<file path="config.mk">
export PLATFORM = sky130hd
export DESIGN_NAME = cell_vector_sweeper
export DESIGN_NICKNAME = d
export VERILOG_FILES = /design/src/rtl/cell_sweep_pkg.sv /design/src/rtl/cell_sweep_seq.sv /design/src/rtl/cell_vector_sweeper.sv
export SDC_FILE = /design/constraint.sdc
export NUM_CORES = 1
export LEC_CHECK = 0
export CAP_MARGIN = 20
export CORE_MARGIN = 5
export CORE_UTILIZATION = 52
export DETAILED_ROUTE_END_ITERATION = 8
export PLACE_DENSITY = 0.8
export SETUP_SLACK_MARGIN = 0.3
export SLEW_MARGIN = 5
export SYNTH_ARGS = -nofsm -noshare
export SYNTH_HDL_FRONTEND = slang
export SYNTH_HIERARCHICAL = 1
export SYNTH_SLANG_ARGS = --single-unit
</file>
<file path="constraint.sdc">
create_clock -name clk -period 2.7 [get_ports clk]
set_clock_uncertainty 0.2 [all_clocks]
set_input_delay 0.405 -clock clk [delete_from_list [all_inputs] [get_ports clk]]
set_output_delay 0.405 -clock clk [all_outputs]
set_load 0.01 [all_outputs]
</file>
<file path="src/rtl/cell_sweep_pkg.sv">
// cell_sweep_pkg -- shared types and constants for the cell vector sweeper.
// Optional build macro used by the sweeper: SWEEP_GRAY_EN (Gray-ordered stimulus).
`timescale 1ns/1ps
package cell_sweep_pkg;

  // Sweep controller states.
  typedef enum logic [1:0] {
    IDLE   = 2'd0,
    DRIVE  = 2'd1,
    SAMPLE = 2'd2,
    DONE   = 2'd3
  } state_t;

  // Expected ZN table of AOI211: ZN = ~(A | B | (C1 & C2)), vector {A,B,C1,C2}.
  // Only vectors 0..2 (A=B=0 and C1&C2=0) drive ZN high.
  localparam logic [15:0] AOI211_TT = 16'h0007;

  // Binary to reflected Gray code; callers truncate to their own width.
  function automatic logic [31:0] bin2gray(input logic [31:0] b);
    return b ^ (b >> 1);
  endfunction

endpackage

</file>
<file path="src/rtl/cell_sweep_seq.sv">
// cell_sweep_seq -- step counter, last-step flag and stimulus vector encoder.
// With SWEEP_GRAY_EN defined the vector is the Gray code of the step, so only
// one cell input toggles between consecutive vectors; otherwise it is the step.
`timescale 1ns/1ps
module cell_sweep_seq
  import cell_sweep_pkg::*;
#(
  parameter int N_IN = 4
) (
  input  logic            clk,
  input  logic            rst,
  input  logic            clear,
  input  logic            advance,
  output logic            last,
  output logic [N_IN-1:0] vec
);

  // One extra bit so the counter can never wrap while reaching 2**N_IN-1.
  localparam int            LAST_I    = (1 << N_IN) - 1;
  localparam logic [N_IN:0] LAST_STEP = LAST_I[N_IN:0];
  localparam logic [N_IN:0] STEP_ONE  = {{N_IN{1'b0}}, 1'b1};

  logic [N_IN:0]   r_step;
  logic [N_IN-1:0] w_bin;

  assign w_bin = r_step[N_IN-1:0];
  assign last  = (r_step == LAST_STEP);

  // Step counter: cleared on launch, advanced after each sample, parked on the last step.
  always_ff @(posedge clk or posedge rst) begin
    if (rst) begin
      r_step <= '0;
    end else if (clear) begin
      r_step <= '0;
    end else if (advance && !last) begin
      r_step <= r_step + STEP_ONE;
    end
  end

`ifdef SWEEP_GRAY_EN
  // Gray-ordered stimulus: vector(step) = step ^ (step >> 1).
  assign vec = N_IN'(bin2gray(32'(w_bin)));
`else
  // Binary-ordered stimulus: vector(step) = step.
  assign vec = w_bin;
`endif

endmodule

</file>
<file path="src/rtl/cell_vector_sweeper.sv">
// cell_vector_sweeper -- clocked truth-table sweeper/checker for a 4-input cell.
// Drives every input vector, holds it SETTLE cycles, samples ZN for one cycle,
// builds the measured table and compares it against EXP_TT.
// Build macro: SWEEP_GRAY_EN selects Gray-ordered stimulus (timing unchanged).
`timescale 1ns/1ps
module cell_vector_sweeper
  import cell_sweep_pkg::*;
#(
  parameter int                    N_IN   = 4,
  parameter int                    SETTLE = 2,
  parameter logic [(2**N_IN)-1:0]  EXP_TT = AOI211_TT
) (
  input  logic                   clk,
  input  logic                   rst,
  input  logic                   start,
  input  logic                   dut_zn,
  output logic [N_IN-1:0]        vec_out,
  output logic                   busy,
  output logic                   done,
  output logic                   pass,
  output logic [(2**N_IN)-1:0]   result,
  output logic [N_IN:0]          fail_cnt,
  output logic [N_IN-1:0]        fail_idx
);

  // Settle timer only needs to count 0..SETTLE-1.
  localparam int              SCW         = (SETTLE > 1) ? $clog2(SETTLE) : 1;
  localparam logic [SCW-1:0]  SETTLE_LAST = SCW'(SETTLE - 1);
  localparam logic [SCW-1:0]  SETTLE_ONE  = SCW'(1);
  localparam logic [N_IN:0]   FAIL_ONE    = {{N_IN{1'b0}}, 1'b1};

  state_t                 r_state;
  state_t                 w_state_next;
  logic [SCW-1:0]         r_settle_cnt;
  logic [(2**N_IN)-1:0]   r_result;
  logic [N_IN:0]          r_fail_cnt;
  logic [N_IN-1:0]        r_fail_idx;
  logic                   r_pass;

  logic                   w_launch;
  logic                   w_sample;
  logic                   w_settle_done;
  logic                   w_last;
  logic [N_IN-1:0]        w_vec;
  logic                   w_mismatch;
  logic                   w_no_fail;

  // Start is honoured only when no sweep is running.
  assign w_launch      = start && ((r_state == IDLE) || (r_state == DONE));
  assign w_sample      = (r_state == SAMPLE);
  assign w_settle_done = (r_state == DRIVE) && (r_settle_cnt == SETTLE_LAST);
  assign w_mismatch    = dut_zn ^ EXP_TT[w_vec];
  assign w_no_fail     = (r_fail_cnt == '0);

  cell_sweep_seq #(
    .N_IN (N_IN)
  ) u_seq (
    .clk     (clk),
    .rst     (rst),
    .clear   (w_launch),
    .advance (w_sample),
    .last    (w_last),
    .vec     (w_vec)
  );

  // FSM state register.
  always_ff @(posedge clk or posedge rst) begin
    if (rst) begin
      r_state <= IDLE;
    end else begin
      r_state <= w_state_next;
    end
  end

  // FSM next-state logic.
  always_comb begin
    w_state_next = r_state;
    case (r_state)
      IDLE:    if (start)         w_state_next = DRIVE;
      DRIVE:   if (w_settle_done) w_state_next = SAMPLE;
      SAMPLE:  w_state_next = w_last ? DONE : DRIVE;
      DONE:    if (start)         w_state_next = DRIVE;
      default: w_state_next = IDLE;
    endcase
  end

  // FSM outputs: the vector is only presented while a sweep is running.
  always_comb begin
    busy    = 1'b0;
    done    = 1'b0;
    vec_out = '0;
    case (r_state)
      DRIVE, SAMPLE: begin
        busy    = 1'b1;
        vec_out = w_vec;
      end
      DONE:    done = 1'b1;
      default: ;
    endcase
  end

  // Settle timer: counts DRIVE cycles, restarts for every vector.
  always_ff @(posedge clk or posedge rst) begin
    if (rst) begin
      r_settle_cnt <= '0;
    end else if ((r_state == DRIVE) && !w_settle_done) begin
      r_settle_cnt <= r_settle_cnt + SETTLE_ONE;
    end else begin
      r_settle_cnt <= '0;
    end
  end

  // Checker: record ZN per vector, count mismatches, keep the lowest failing
  // vector, and settle pass on the final sample including that last compare.
  always_ff @(posedge clk or posedge rst) begin
    if (rst) begin
      r_result   <= '0;
      r_fail_cnt <= '0;
      r_fail_idx <= '0;
      r_pass     <= 1'b0;
    end else if (w_launch) begin
      r_result   <= '0;
      r_fail_cnt <= '0;
      r_fail_idx <= '0;
      r_pass     <= 1'b0;
    end else if (w_sample) begin
      r_result[w_vec] <= dut_zn;
      if (w_mismatch) begin
        r_fail_cnt <= r_fail_cnt + FAIL_ONE;
        if (w_no_fail || (w_vec < r_fail_idx)) begin
          r_fail_idx <= w_vec;
        end
      end
      if (w_last) begin
        r_pass <= w_no_fail && !w_mismatch;
      end
    end
  end

  assign result   = r_result;
  assign fail_cnt = r_fail_cnt;
  assign fail_idx = r_fail_idx;
  assign pass     = r_pass;

endmodule

</file>
==> flow_summary.ini <==
[placement]
place_congestion = 0.791
io_buffers = 35
dp_hpwl_um = 3010

[die]
fp.dieH_um = 71.0
num_ports = 36
initial_utilization = 0.533
core_region_area_sq_mm = 0.00363
die_width_um = 71.0
core.rowCount = 22
die-area_sq_mm = 0.00505

[detailed_routing]
detail_route.drc_violations = 0
drt.antenna.violating_nets = 0
drt-pass1-iter-count = 4
finalWirelength_um = 4190
wl_per_instance_um = 14.2
detailroute.via_count = 1605
routed_via_density = 5.44
dr.first_iter.drc_count = 138

[worst_setup_path]
cp_slowest_stage_delay_ps = 550
critical_path_required_ps = 2100
timing.critical_path.fanout_max = 6
worstPathArrival_ps = 1720
critical_path.startpoint_type = flop
worstPathCellList = inv_1, ha_4, nor2b_1, clkdlybuf4s50_1
r2r_start = u_seq/r_step[0]$_DFFE_PP0P_
crit_path_end_kind = primary output
library_cell_contributing_the_largest_single_delay_on_the_critical_path = clkdlybuf4s50_1
crit_path_kind = flop to primary output
timing.critical_path.from = r_state[0]$_DFFE_PP0P_

[synthesis]
synth-edff-count = 0
netlist_area_sq_mm = 0.00194
avgSynthCellArea_sq_um = 9.31
synth_cells = 208
yosysMostFrequentCell = dfrtp_1
synth_largest_type_area_fraction = 0.439
ys.warnings.count = 6
yosys_most_used_dff = dfrtp_1
post_synth_most_frequent_cells = 34 x dfrtp_1, 26 x nand2_1, 25 x nor2_1
yosysUniqueCellTypes = 35
flip_flop_and_latch_count_after_synthesis = 34
synthTopCellsByArea = dfrtp_1 44%, ha_1 6.5%, mux2i_1 6.2%
synth_top_area_cell = dfrtp_1
syn_nets = 222
async_reset_ff_frac = 1.00
synth.yosys.seq_area_share = 0.439

[grt]
grt_first_pass_wirelength_um = 7230
first_global_vias = 1521
grt_util_all_layers = 0.181
residual_overflow_from_global_routing = 0
grt_antenna_before_repair = 0
grt_start_max_net_pins = 21

[clocking]
cts_hold_buf = 0
clock_tree.buffer_depth = 2
post_cts_buffers = 0
worst_skew_pair.late_latency_ps = 290
cts_htree_levels = 2
clock_tree_from_tritoncts = done
cts.root.buffer_cell = clkbuf_8
cts.repair.resized = 2
cts_inserted_buffers = 5
clk_pin_slew_worst_paths_ps = 70
sink_count_of_the_clock_tree = 34

[timing]
clock.fmax_ghz = 0.430
timing.final.hold_violations = 0
max_transition_viols_final = 0
whs_ps = 133
period_needed_ps = 2330
report.final.setup_viol = 0
timing.final.crit_share = 0.862
grt_setup_unrepaired = false
timing.setup.tns_ps = 0
tightestPinTransition_ps = 758
worst_slew_margin_rel = 0.488

[final_layout]
synthToLayoutAreaGrowth_pct = 27.2
share_of_final_layout_standard_cells_stronger_than_drive_strength_1 = 0.0891
fin_nets = 260
layout.core_utilization = 0.678
antenna-diode-count = 0

[pwr]
cellPowerDensity_mw_per_mm2 = 592
vdd_drop_max_v = 0.000376
power.static_leakage_uw = 0.00106

[flow_run]
maxCapViolations = 0

[status]
outcome = complete, no violations

[worst_hold_path]
min-delay-path-class = input port to asynchronous set/reset pin
[worst paths after layout]
path	endpoint	slack, ps	cells after the start
max	vec_out[0]	370	4
min	u_seq/r_step[4]$_DFFE_PP0P_	130	2
max reg2reg	u_seq/r_step[3]$_DFFE_PP0P_	490	6
min reg2reg	r_settle_cnt$_DFF_PP0_	240	1
max in group asynchronous	pass$_DFFE_PP0P_	1490	3
min in group clk	r_settle_cnt$_DFF_PP0_	240	1
[worst max-delay path, delay by kind of cell (launching register included)]
family / cells / cell delay, ps
fa+ha+maj: 1 / 230
buf+inv: 2 / 670
flops: 1 / 400
simple gates: 1 / 130
[flip-flops by register name (all words and copies together), names as in the netlist]
register and cells:
result 16, fail_cnt 5, r_settle_cnt 1, u_seq/r_step 5
pass 1, fail_idx 4, r_state 2
[final cells by class]
type / instances / area [sq um]
inverter: 13 / 48.8
tap: 48 / 60.1
clock buffer: 8 / 110
sequential: 34 / 851
multi-input combinational: 149 / 985
fill: 299 / 1170
timing repair buffer: 43 / 409
[metal layers]
metal	up-vias	GRT usage	routed length, um
li1	778	-	-
met1	771	0.241	1870
met2	48	0.269	1950
met3	8	0.0554	257
met4	0	0.0835	102
met5	-	0	0
[cell usage in the layout (no fill, tap or decap), types with 2 or more instances in the layout]
cell type and n:
a21oi_1 13, a31oi_1 3, a41o_1 2, and3_1 2
buf_4 8, clkbuf_8 8, clkdlybuf4s50_1 34, dfrtp_1 34
ha_1 9, inv_1 13, mux2i_1 12, nand2_1 26
nand2b_1 5, nand3_1 6, nand3b_1 4, nand4_1 2
nor2_1 25, nor2b_1 6, nor3_1 4, o21a_1 2
o21ai_0 13, xnor2_1 2
[through the flow]
| stage | instances | setup WS, ps | cell area (sq um) | total power, uW |
|---|---|---|---|---|
| floorplan | 208 | 566 | 1940 | 839 |
| global placement | 287 | 556 | 2340 | 1010 |
| global route | 295 | 302 | 2460 | 1540 |
| CTS | 295 | 359 | 2460 | 1470 |
| detailed placement | 287 | 503 | 2340 | 1020 |
| finish | 295 | 373 | 2460 | 1460 |
[power breakdown]
group,internal (uW),switching [uW],total [uW]
clock network,258,192,450
registers,573,58.9,632
logic,203,174,377
[cell families (layout without fill, tap and decap cells)]
logic type                 count (synthesis)  in the layout  synth area share
muxes                                     13             13            0.0678
DFF                                       34             34             0.439
xor gates and xnor gates                   4              4            0.0278
buffers and inverters                     25             64            0.0588
AOI/OAI and AO/OA                         38             38             0.134
adders and majority gates                 10             10            0.0646
and+or+nand+nor                           84             84             0.208
No activity file was read; power rests on OpenSTA's default activity.
